==> src/rtl/ioctl_loader_pkg.sv <==
// Shared types and constants for the ioctl download loader.
package ioctl_loader_pkg;

  typedef enum logic [1:0] {
    ST_IDLE  = 2'd0,
    ST_LOAD  = 2'd1,
    ST_DRAIN = 2'd2,
    ST_DONE  = 2'd3
  } state_t;

  localparam logic [7:0] IDX_ROM  = 8'd0;
  localparam logic [7:0] IDX_CART = 8'd1;

  function automatic int ch_width(input int n);
    return (n > 1) ? $clog2(n) : 1;
  endfunction

endpackage

==> src/rtl/ioctl_fifo.sv <==
// Generic synchronous FIFO; push is ignored when full unless a pop happens in the same cycle.
module ioctl_fifo #(
  parameter int W     = 8,
  parameter int DEPTH = 4
) (
  input  logic                   clk,
  input  logic                   reset,
  input  logic                   push,
  input  logic [W-1:0]           wdata,
  input  logic                   pop,
  output logic [W-1:0]           rdata,
  output logic                   empty,
  output logic                   full,
  output logic [$clog2(DEPTH):0] count
);
  localparam int PW = $clog2(DEPTH);

  logic [W-1:0]  mem [DEPTH];
  logic [PW-1:0] wr_ptr, rd_ptr;
  logic          do_push, do_pop;

  assign empty   = (count == '0);
  assign full    = (count == (PW+1)'(DEPTH));
  assign do_pop  = pop && !empty;
  assign do_push = push && (!full || do_pop);
  assign rdata   = mem[rd_ptr];

  always_ff @(posedge clk or posedge reset) begin
    if (reset) begin
      wr_ptr <= '0;
      rd_ptr <= '0;
      count  <= '0;
    end else begin
      if (do_push) wr_ptr <= wr_ptr + PW'(1);
      if (do_pop)  rd_ptr <= rd_ptr + PW'(1);
      if (do_push && !do_pop)      count <= count + (PW+1)'(1);
      else if (do_pop && !do_push) count <= count - (PW+1)'(1);
    end
  end

  always_ff @(posedge clk) begin
    if (do_push) mem[wr_ptr] <= wdata;
  end

endmodule

==> src/rtl/ioctl_loader.sv <==
// Packs ioctl download bytes into DW-wide memory writes queued through a small FIFO.
// A byte reaches mem_req two cycles after its strobe; ioctl_wait throttles near FIFO full and in DRAIN.
module ioctl_loader
  import ioctl_loader_pkg::*;
#(
  parameter int NCH   = 2,
  parameter int DW    = 8,
  parameter int AW    = 12,
  parameter int DEPTH = 4
) (
  input  logic                     clk,
  input  logic                     reset,
  input  logic                     ioctl_download,
  input  logic                     ioctl_wr,
  input  logic [24:0]              ioctl_addr,
  input  logic [7:0]               ioctl_dout,
  input  logic [7:0]               ioctl_index,
  output logic                     ioctl_wait,
  output logic                     mem_req,
  output logic [ch_width(NCH)-1:0] mem_ch,
  output logic [AW-1:0]            mem_addr,
  output logic [DW-1:0]            mem_data,
  output logic [DW/8-1:0]          mem_be,
  input  logic                     mem_ack,
  output logic                     busy,
  output logic                     done,
  output logic                     overflow,
  output logic [7:0]               checksum
);
  localparam int CW   = ch_width(NCH);
  localparam int BW   = DW / 8;
  localparam int EW   = CW + AW + DW + BW;
  localparam int CNTW = $clog2(DEPTH) + 1;
  // occupancy counts FIFO entries plus the staging and packer holding registers
  localparam int OW   = CNTW + 1;
  localparam logic [OW-1:0] FULL_LVL = OW'(DEPTH);
  localparam logic [OW-1:0] WAIT_LVL = OW'(DEPTH - 1);
  localparam logic [7:0]    NCH8     = 8'(NCH);

  state_t          state, state_n;
  logic            dl_q, rise, fall, enter_load;
  logic [7:0]      chan;
  logic            stg_vld, stg_vld_n, hld_vld, hld_vld_n;
  logic [AW-1:0]   stg_addr, stg_addr_n, hld_addr, hld_addr_n;
  logic [DW-1:0]   stg_data, stg_data_n, hld_data, hld_data_n;
  logic [BW-1:0]   stg_be, stg_be_n, hld_be, hld_be_n;
  logic [24:0]     waddr;
  logic            lane, in_range, accept, drop_ovf, pop, push, stg_free;
  logic [DW-1:0]   byte_data;
  logic [BW-1:0]   byte_be;
  logic [EW-1:0]   fifo_rdata;
  logic            fifo_empty, fifo_full;
  logic [CNTW-1:0] fifo_count, fifo_count_n;
  logic [OW-1:0]   occ, occ_n;

  assign rise       = ioctl_download && !dl_q;
  assign fall       = !ioctl_download && dl_q;
  assign enter_load = (state == ST_IDLE) && rise;
  assign waddr      = (DW == 16) ? {1'b0, ioctl_addr[24:1]} : ioctl_addr;
  assign lane       = (DW == 16) ? ioctl_addr[0] : 1'b0;
  assign in_range   = (waddr >> AW) == 25'd0;
  assign pop        = mem_ack && !fifo_empty;
  assign push       = stg_vld && (!fifo_full || pop);
  assign stg_free   = !stg_vld || push;
  assign occ        = OW'(fifo_count) + OW'(stg_vld) + OW'(hld_vld);

  always_comb begin
    state_n = state;
    busy    = (state != ST_IDLE);
    done    = (state == ST_DONE);
    case (state)
      ST_IDLE:  if (rise) state_n = ST_LOAD;
      ST_LOAD:  if (fall) state_n = ST_DRAIN;
      ST_DRAIN: if (!hld_vld && !stg_vld && fifo_empty) state_n = ST_DONE;
      ST_DONE:  state_n = ST_IDLE;
      default:  state_n = ST_IDLE;
    endcase
  end

  always_comb begin
    byte_be   = BW'(1) << lane;
    byte_data = '0;
    for (int i = 0; i < BW; i++) byte_data[8*i +: 8] = byte_be[i] ? ioctl_dout : 8'h00;

    accept   = 1'b0;
    drop_ovf = 1'b0;
    if (state == ST_LOAD && ioctl_wr && chan < NCH8) begin
      if (!in_range || occ >= FULL_LVL) drop_ovf = 1'b1;
      else                              accept   = 1'b1;
    end

    stg_vld_n  = stg_vld && !push;
    stg_addr_n = stg_addr;
    stg_data_n = stg_data;
    stg_be_n   = stg_be;
    hld_vld_n  = hld_vld;
    hld_addr_n = hld_addr;
    hld_data_n = hld_data;
    hld_be_n   = hld_be;

    // accept implies room, so the staging register is always free to take a new entry
    if (accept) begin
      if (DW == 8) begin
        stg_vld_n  = 1'b1;
        stg_addr_n = waddr[AW-1:0];
        stg_data_n = byte_data;
        stg_be_n   = byte_be;
      end else if (hld_vld && hld_addr == waddr[AW-1:0] && (hld_be & byte_be) == '0) begin
        stg_vld_n  = 1'b1;
        stg_addr_n = hld_addr;
        stg_data_n = hld_data | byte_data;
        stg_be_n   = hld_be | byte_be;
        hld_vld_n  = 1'b0;
      end else begin
        if (hld_vld) begin
          stg_vld_n  = 1'b1;
          stg_addr_n = hld_addr;
          stg_data_n = hld_data;
          stg_be_n   = hld_be;
        end
        hld_vld_n  = 1'b1;
        hld_addr_n = waddr[AW-1:0];
        hld_data_n = byte_data;
        hld_be_n   = byte_be;
      end
    end else if (state == ST_DRAIN && hld_vld && stg_free) begin
      stg_vld_n  = 1'b1;
      stg_addr_n = hld_addr;
      stg_data_n = hld_data;
      stg_be_n   = hld_be;
      hld_vld_n  = 1'b0;
    end

    fifo_count_n = fifo_count + CNTW'(push) - CNTW'(pop);
    occ_n        = OW'(fifo_count_n) + OW'(stg_vld_n) + OW'(hld_vld_n);
  end

  always_ff @(posedge clk or posedge reset) begin
    if (reset) state <= ST_IDLE;
    else       state <= state_n;
  end

  always_ff @(posedge clk or posedge reset) begin
    if (reset) begin
      // a download still high when reset lifts must not look like a new rising edge
      dl_q       <= 1'b1;
      chan       <= '0;
      stg_vld    <= 1'b0;
      stg_addr   <= '0;
      stg_data   <= '0;
      stg_be     <= '0;
      hld_vld    <= 1'b0;
      hld_addr   <= '0;
      hld_data   <= '0;
      hld_be     <= '0;
      ioctl_wait <= 1'b0;
      overflow   <= 1'b0;
      checksum   <= '0;
    end else begin
      dl_q       <= ioctl_download;
      stg_vld    <= stg_vld_n;
      stg_addr   <= stg_addr_n;
      stg_data   <= stg_data_n;
      stg_be     <= stg_be_n;
      hld_vld    <= hld_vld_n;
      hld_addr   <= hld_addr_n;
      hld_data   <= hld_data_n;
      hld_be     <= hld_be_n;
      ioctl_wait <= (state_n == ST_DRAIN) || (occ_n >= WAIT_LVL);
      if (enter_load) begin
        chan     <= ioctl_index;
        overflow <= 1'b0;
        checksum <= '0;
      end else begin
        if (drop_ovf) overflow <= 1'b1;
        if (accept)   checksum <= checksum + ioctl_dout;
      end
    end
  end

  ioctl_fifo #(.W(EW), .DEPTH(DEPTH)) u_fifo (
    .clk   (clk),
    .reset (reset),
    .push  (push),
    .wdata ({chan[CW-1:0], stg_addr, stg_data, stg_be}),
    .pop   (pop),
    .rdata (fifo_rdata),
    .empty (fifo_empty),
    .full  (fifo_full),
    .count (fifo_count)
  );

  assign mem_req = !fifo_empty;
  assign {mem_ch, mem_addr, mem_data, mem_be} = fifo_empty ? '0 : fifo_rdata;

endmodule

==> config.mk <==
export PLATFORM = sky130hd
export DESIGN_NAME = ioctl_loader
export DESIGN_NICKNAME = d
export VERILOG_FILES = /design/src/rtl/ioctl_loader_pkg.sv /design/src/rtl/ioctl_fifo.sv /design/src/rtl/ioctl_loader.sv
export SDC_FILE = /design/constraint.sdc
export NUM_CORES = 1
export LEC_CHECK = 0
export ABC_AREA = 1
export CAP_MARGIN = 15
export CORE_MARGIN = 2
export CORE_UTILIZATION = 45
export DETAILED_ROUTE_END_ITERATION = 10
export MAX_ROUTING_LAYER = met4
export PLACE_DENSITY = 0.67
export RECOVER_POWER = 100
export SLEW_MARGIN = 20
export SYNTH_ARGS = -nofsm -noshare
export SYNTH_HDL_FRONTEND = slang
export SYNTH_HIERARCHICAL = 1
export SYNTH_SLANG_ARGS = --single-unit
==> constraint.sdc <==
create_clock -name clk -period 3.68 [get_ports clk]
set_input_delay 0.736 -clock clk [delete_from_list [all_inputs] [get_ports clk]]
set_output_delay 0.736 -clock clk [all_outputs]
set_load 0.01 [all_outputs]
==> summary.txt, run 1 <==
Timing
  – Final max-slew violation count: 0
  – Worst slew margin: approximately 2.1%
  – Hold Violations, Final: 0
  – Final Cycle Share: 88.01%
  – Clk_skew: 8.636 ps
  – Hold slack final: between 400 and 500 ps
  – Achievable clock frequency: 0.3087 GHz
  – Setup TNS: 0 ps
  – Minimum clock period: 3239 ps
  – Worst-margin pin slew: ~1500 ps
  – Setup violators final: 0
  – RSZ-0062 raised after global routing: false

Power
  – Pwr/cell area: approximately 660 nW/um^2
  – Int Power: approximately 3.6 mW
  – Sw Pwr: between 1.5 and 2 mW
  – Clock Power Share: 33.6%
  – Switching share of power: 32.17%
  – PnR Total Power: 5.288 mW
  – Sequential share of power: a little over a third
  – Maximum VDD drop: 0.3124 mV
  – Comb pwr share: 31.5%
  – P_leak: between 3 and 4 nW

Clock tree
  – Clk_lat worst skew: 410 ps
  – Post-CTS Setup Bufs: 0
  – Clk buf depth: 2
  – H-tree level count: 4
  – Clk sinks: between 100 and 150
  – Reg clk slew, reported paths: approximately 60 ps
  – Num CTS Buffers: 17
  – Post_cts resized: 0
  – CTS tree: done
  – # hold bufs at CTS: 0
  – Buffer type at the clock tree root: clkbuf_16

Die
  – Die area: about 15000 sq um
  – Initial Util: 46.44%
  – Io pins: 81
  – Cell Rows: 43
  – Die Ht: 124.4 microns
  – Core Box Area: about 14000 sq um
  – Die width: roughly 120 microns

Final layout
  – Ant diodes: 0
  – Fillcell total: 1196
  – Post-layout net count: approximately 840
  – Non-filler instance count after layout: 961
  – Design Area, Final: 8069 sq um
  – Layout area overhead: 23.73%
  – Share of layout cells above drive strength 1: 7.298%

Global routing
  – Largest net degree at the start of global routing: 47
  – GR Util All Layers: 19.18%
  – Global-route wire length before repair: 23360 microns
  – Initial antenna violation count: 0
  – Number of global-route vias before repair: roughly 5000
  – GRT Residual Overflow: 0

Min path
  – Hold path endpoint: chan[3]$_DFFE_PP0P_
  – Hold path depth: 2
  – Hold_sp: chan[3]$_DFFE_PP0P_
  – Min-delay worst type: register to register

Worst setup path
  – R2R setup slack: 770 ps
  – Crit start category: register
  – Crit end category: primary output
  – Crit path DAT: around 2500 ps
  – CP required: 2940 ps
  – Crit path max fanout: 29
  – CP Class: register to primary output
  – Length in cells of the worst reg-to-reg path: 15
  – Worst R2R End: u_fifo/count[2]$_DFFE_PP0P_
  – R2r startpoint: u_fifo/count[1]$_DFFE_PP0P_

Route
  – Average wire per cell in the routed design: 14.43 microns
  – Via count: roughly 4800
  – Final ANT Viol Nets: 0
  – DR vias/cell: approximately 5
  – DRT iter0 DRCs: approximately 320
  – Drt pass-1 iters: 4
  – Remaining DRCs: 0
  – Routed wire length: 13870 microns

Synth
  – Netlist cell types: 32
  – Number of synthesis warnings: 6
  – EDFF count, synth: 88
  – Synthesized Nets: roughly 750
  – Flops & latches, synth: 139
  – Async S/R FF share, synth: about 37%
  – Sequential area share after synthesis: 60.11%
  – Cells after Synth: just under 700
  – Avg Cell Area, Syn: 9.562 sq um
  – Netlist Area Pre-Place: 6521 sq um
  – Dominant synthesized flop cell: edfxtp_1

Placed design
  – Cell Area, Placed: 7466 sq um
  – PortBufs: 80
  – Inst Count DP: 929
  – Gpl congestion: 0.8018
  – HPWL Detailed: 8993 microns

Status
  – Outcome: finished, final reports clean

Run
  – Maxcap violations: 0
-- critical path: stages, from the launching register on --
cell	delay (ps)
dfrtp_1	380
inv_2	360
buf_4	310
o21ai_0	110
o21ai_1	180
inv_1	50
nor2_1	90
dlygate4sd3_1	610
-- layout make-up --
cell class | count | area, sq um | area share, %
Sequential cell | 139 | 3920 | 48.58
Clock buffer | 18 | 429.2 | 5.319
Multi-Input combinational cell | 430 | 2100 | 26.02
Inverter | 89 | 337.8 | 4.187
Tap cell | 180 | 225.2 | 2.791
Timing Repair Buffer | 91 | 862.1 | 10.68
Clock inverter | 14 | 195.2 | 2.419
-- stage by stage --
stage,util [%],setup WS (ps)
after detailed placement,53.17,395.7
after global placement,53.16,531.4
after global routing,57.46,216.5
final,57.46,441.1
after floorplan,-,875.9
after CTS,57.61,471.8
-- cells in the final DEF (no fill, tap or decap), types with 6 or more instances in the layout --
master           instances
nand2_1                133
nor2_1                 117
edfxtp_1                88
inv_1                   85
dfrtp_1                 50
clkdlybuf4s50_1         46
nand3_1                 45
o21ai_0                 40
dlygate4sd3_1           34
o21ai_1                 34
ha_1                    17
clkbuf_16               17
nand4_1                  7
nand2_2                  6
a21oi_1                  6
-- metal layers --
layer | global-route usage, % | vias up | routed length [microns] | part of all wire, %
li1 | - | 2399 | - | -
met1 | 23.87 | 2257 | 6228 | 45
met2 | 31.60 | 134 | 6793 | 49
met3 | 4.253 | 14 | 700 | 5.0
met4 | 5.750 | 0 | 144 | 1.0
met5 | - | - | 0 | 0
-- cells in the mapped netlist, types with 2 or more instances --
master / number / share of area, %
inv_2: 2 / 0.12
nand2_1: 133 / 7.7
edfxtp_1: 88 / 41
clkbuf_1: 6 / 0.35
o21ai_0: 39 / 3.0
a21oi_1: 6 / 0.46
xor2_1: 3 / 0.40
nand4_1: 7 / 0.67
nor2_1: 121 / 7.0
buf_12: 2 / 0.61
ha_1: 17 / 3.3
nand2_2: 6 / 0.58
buf_6: 4 / 0.69
fa_1: 4 / 1.2
nor3_1: 3 / 0.23
inv_1: 86 / 5.0
nand3_1: 45 / 3.5
clkbuf_2: 2 / 0.15
buf_2: 7 / 0.54
nand3b_1: 2 / 0.23
buf_4: 3 / 0.35
dfrtp_1: 50 / 19
xnor2_1: 3 / 0.40
o21ai_1: 35 / 2.7
-- cell families (layout without fill, tap and decap cells) --
family          after synthesis  after routing  share of synthesized area [%]
simple gates                321            321                          20.38
buf+inv                     113            212                          7.847
flops                       139            139                          60.11
compound gates               82             82                          6.370
fa+ha+maj                    21             21                          4.490
xor+xnor                      6              6                         0.8060
-- power groups by stage --
stage	sequential, mW	clock [mW]	combinational, mW
final	1.85	1.78	1.66
after global routing	1.86	1.87	1.89
after CTS	1.85	1.80	1.76
after detailed placement	1.87	0	1.75
after global placement	1.87	0	1.70
after floorplan	1.86	0	1.11
-- registers in the layout (all words and copies together) (netlist names), 2 cells and up --
name,count
u_fifo/mem,88
stg_addr,12
chan,8
checksum,8
stg_data,8
u_fifo/count,3
state,2
u_fifo/rd_ptr,2
u_fifo/wr_ptr,2
-- how the worst max path moves through the flow --
stage / start / endpoint / slack, ps / cells after the start
after floorplan: mem_ack / u_fifo/mem[0][0]$_DFFE_PP_ / 880 / 6
after global placement: mem_ack / ioctl_wait$_DFF_PP0_ / 530 / 12
after detailed placement: mem_ack / ioctl_wait$_DFF_PP0_ / 400 / 12
after CTS: u_fifo/rd_ptr[0]$_DFFE_PP0P_ / mem_addr[2] / 470 / 7
after global routing: u_fifo/rd_ptr[0]$_DFFE_PP0P_ / mem_data[5] / 220 / 7
final: u_fifo/rd_ptr[0]$_DFFE_PP0P_ / mem_data[5] / 440 / 7
Note: power is estimated with default switching activity, not from simulation.
==> run 2: changes to the inputs <==
--- a/config.mk
+++ b/config.mk
@@ -13,6 +13,7 @@
 export MAX_ROUTING_LAYER = met4
 export PLACE_DENSITY = 0.67
 export RECOVER_POWER = 100
+export SKIP_CTS_REPAIR_TIMING = 1
 export SLEW_MARGIN = 20
 export SYNTH_ARGS = -nofsm -noshare
 export SYNTH_HDL_FRONTEND = slang
==> constraint.sdc (replaced) <==
create_clock -name clk -period 3.5 [get_ports clk]
set_input_delay 0.7 -clock clk [delete_from_list [all_inputs] [get_ports clk]]
set_output_delay 0.7 -clock clk [all_outputs]
set_load 0.01 [all_outputs]
==> summary.txt, run 2 (synthesis results as in run 1) <==
Global routing
  – Initial antenna violation count: 0 (unchanged)
  – Number of global-route vias before repair: 4897 (-0.79%)
  – Largest net degree at the start of global routing: 47 (unchanged)
  – Global-route wire length before repair: 23300 microns (-0.27%)
  – GR Util All Layers: 19.29% (+0.11 points)
  – GRT Residual Overflow: 0 (unchanged)

Clock tree
  – CTS tree: done
  – Buffer type at the clock tree root: clkbuf_16
  – Clk sinks: 139 (unchanged)
  – H-tree level count: 4 (unchanged)
  – Clk_lat worst skew: 410 ps (about the same)
  – Reg clk slew, reported paths: 60 ps (about the same)
  – Clk buf depth: 2 (unchanged)
  – Num CTS Buffers: 17 (unchanged)

Worst setup path
  – Crit end category: primary output
  – Crit start category: register
  – Crit path max fanout: 46 (+59%)
  – CP required: 2800 ps (-140 ps)
  – Length in cells of the worst reg-to-reg path: 15 (unchanged)
  – Cell mode on critical path: nor2_1
  – CP Class: register to primary output
  – Crit path cell chain: clkbuf_4 > nor2_1 > nor2_1 > o21ai_0 > o21ai_0 > inv_1 > nor2_1 > dlygate4sd3_1
  – Slowest-stage cell, CP: dlygate4sd3_1
  – Crit path DAT: 2520 ps (+20 ps)
  – Critical path's largest stage delay: 630 ps (+20 ps)

Timing
  – Final Cycle Share: 92.12%
  – Minimum clock period: around 3200 ps
  – Clk_skew: 11.10 ps (+2.466 ps)
  – Achievable clock frequency: slightly above 0.3 GHz
  – Hold Violations, Final: 0 (unchanged)
  – Setup TNS: 0 ps (unchanged)
  – Setup WS post-layout: 276.0 ps (-165.2 ps)
  – Hold slack final: 493.1 ps (+11.89 ps)
  – Setup violators final: 0 (unchanged)
  – Final max-slew violation count: 0 (unchanged)
  – RSZ-0062 raised after global routing: false
  – Worst-margin pin slew: 1360 ps (-99.74 ps)
  – Worst slew margin: 9.312% (+7.2 points)

Placed design
  – Pre-CTS setup slack: 239.3 ps (-156.4 ps)
  – HPWL Detailed: 9237 microns (+2.7%)
  – Gpl congestion: 0.8324 (+3.8%)
  – PortBufs: 80 (unchanged)

Route
  – DR vias/cell: 4.957 (-0.83%)
  – DRT iter0 DRCs: 302 (-5.3%)
  – Average wire per cell in the routed design: 14.53 microns (+0.67%)
  – Routed wire length: 13960 microns (+0.67%)
  – Final ANT Viol Nets: 0 (unchanged)
  – Via count: 4764 (-0.83%)
  – Drt pass-1 iters: 4 (unchanged)
  – Remaining DRCs: 0 (unchanged)

Die
  – Initial Util: 46.44% (unchanged)
  – Core Box Area: 14040 sq um (unchanged)
  – Cell Rows: 43 (unchanged)
  – Die area: 15470 sq um (unchanged)
  – Io pins: 81 (unchanged)
  – Die width: 124.4 microns (unchanged)
  – Die Ht: 124.4 microns (unchanged)

Final layout
  – Max reg flops: 88 (unchanged)
  – Commonest non-fill, non-tap cell in the layout: nand2_1
  – Reg with most FFs: u_fifo/mem
  – Ant diodes: 0 (unchanged)
  – Most frequent cells in the layout: 133 x nand2_1, 118 x nor2_1, 88 x edfxtp_1
  – Share of layout cells above drive strength 1: 7.298% (unchanged)
  – Layout area overhead: 22.83%
  – Post-layout net count: 835 (unchanged)
  – Biggest regs: u_fifo/mem x88, stg_addr x12

Status
  – Outcome: finished, final reports clean

Power
  – P_leak: 3.607 nW (-0.51%)
  – Maximum VDD drop: 0.3021 mV (-3.3%)
  – Pwr/cell area: 672.1 nW/um^2 (+2.6%)

Min path
  – Min-delay worst type: register to register
  – Hold path depth: 2 (unchanged)

Run
  – Maxcap violations: 0 (unchanged)
## run 2: cell types whose count changed in the layout (fill, tap and decap cells not counted), moves of 2 or more
cell / previous run / this run
clkbuf_1: 4 / 2
o21ai_0: 40 / 44
dlygate4sd3_1: 34 / 31
inv_6: 1 / 4
clkinv_4: 5 / 3
bufinv_16: 4 / 0
clkdlybuf4s50_1: 46 / 49
inv_4: 1 / 4
clkinv_2: 3 / 1
o21ai_1: 34 / 30
## run 2: cell type report
class                      count  area, sq um
clock buffer                  19        464.2
fill                        1214         6032
multi-input combinational    430         2097
tap                          180        225.2
clock inverter                13        103.9
inverter                      89        336.6
timing repair buffer          91        863.3
sequential                   139         3920
## run 2: through the flow
step	util (%)	area [sq um]	power (mW)	std cells
finish	57.04	8010	5.384	961
global route	57.04	8010	5.726	961
CTS	57.20	8033	5.516	961
detailed placement	53.16	7465	3.822	929
global placement	53.16	7465	3.760	929
floorplan	-	6521	3.114	682
## run 2: path summary, 6_finish.rpt
path / start / endpoint / slack (ps)
max: u_fifo/rd_ptr[0]$_DFFE_PP0P_ / mem_data[0] / 280
min: chan[3]$_DFFE_PP0P_ / chan[3]$_DFFE_PP0P_ / 490
max reg2reg: u_fifo/count[1]$_DFFE_PP0P_ / u_fifo/count[2]$_DFFE_PP0P_ / 610
min reg2reg: chan[3]$_DFFE_PP0P_ / chan[3]$_DFFE_PP0P_ / 490
max in group asynchronous: reset / stg_be$_DFFE_PP0P_ / 1640
min in group asynchronous: reset / u_fifo/count[0]$_DFFE_PP0P_ / 700
## run 2: power by group
group	internal (mW)	switching [mW]	total (mW)	leakage (nW)
registers	1.84	0.109	1.95	1.44
clock network	0.983	0.698	1.68	0.283
logic	0.744	1.01	1.76	1.88
total	3.56	1.82	5.38	3.61
## run 2: metal layers
metal	routed length [microns]	GRT usage [%]
met2	6933	32.08
met4	125	6.874
met3	492	3.436
met5	0	-
met1	6407	23.84
## run 2: critical path, delay by kind of cell, from the launching register on
| family | cells | cell delay, ps |
|---|---|---|
| flops | 1 | 350 |
| simple gates | 3 | 370 |
| compound gates | 2 | 180 |
| buf+inv | 3 | 1170 |
==> run 3: changes to the inputs <==
--- a/config.mk
+++ b/config.mk
@@ -9,7 +9,9 @@
 export CAP_MARGIN = 15
 export CORE_MARGIN = 2
 export CORE_UTILIZATION = 45
+export CTS_CLUSTER_SIZE = 40
 export DETAILED_ROUTE_END_ITERATION = 10
+export GPL_ROUTABILITY_DRIVEN = 1
 export MAX_ROUTING_LAYER = met4
 export PLACE_DENSITY = 0.67
 export RECOVER_POWER = 100
==> results of run 3 <==
Same layout as run 2: the final DEF is identical, and so are final timing and power.
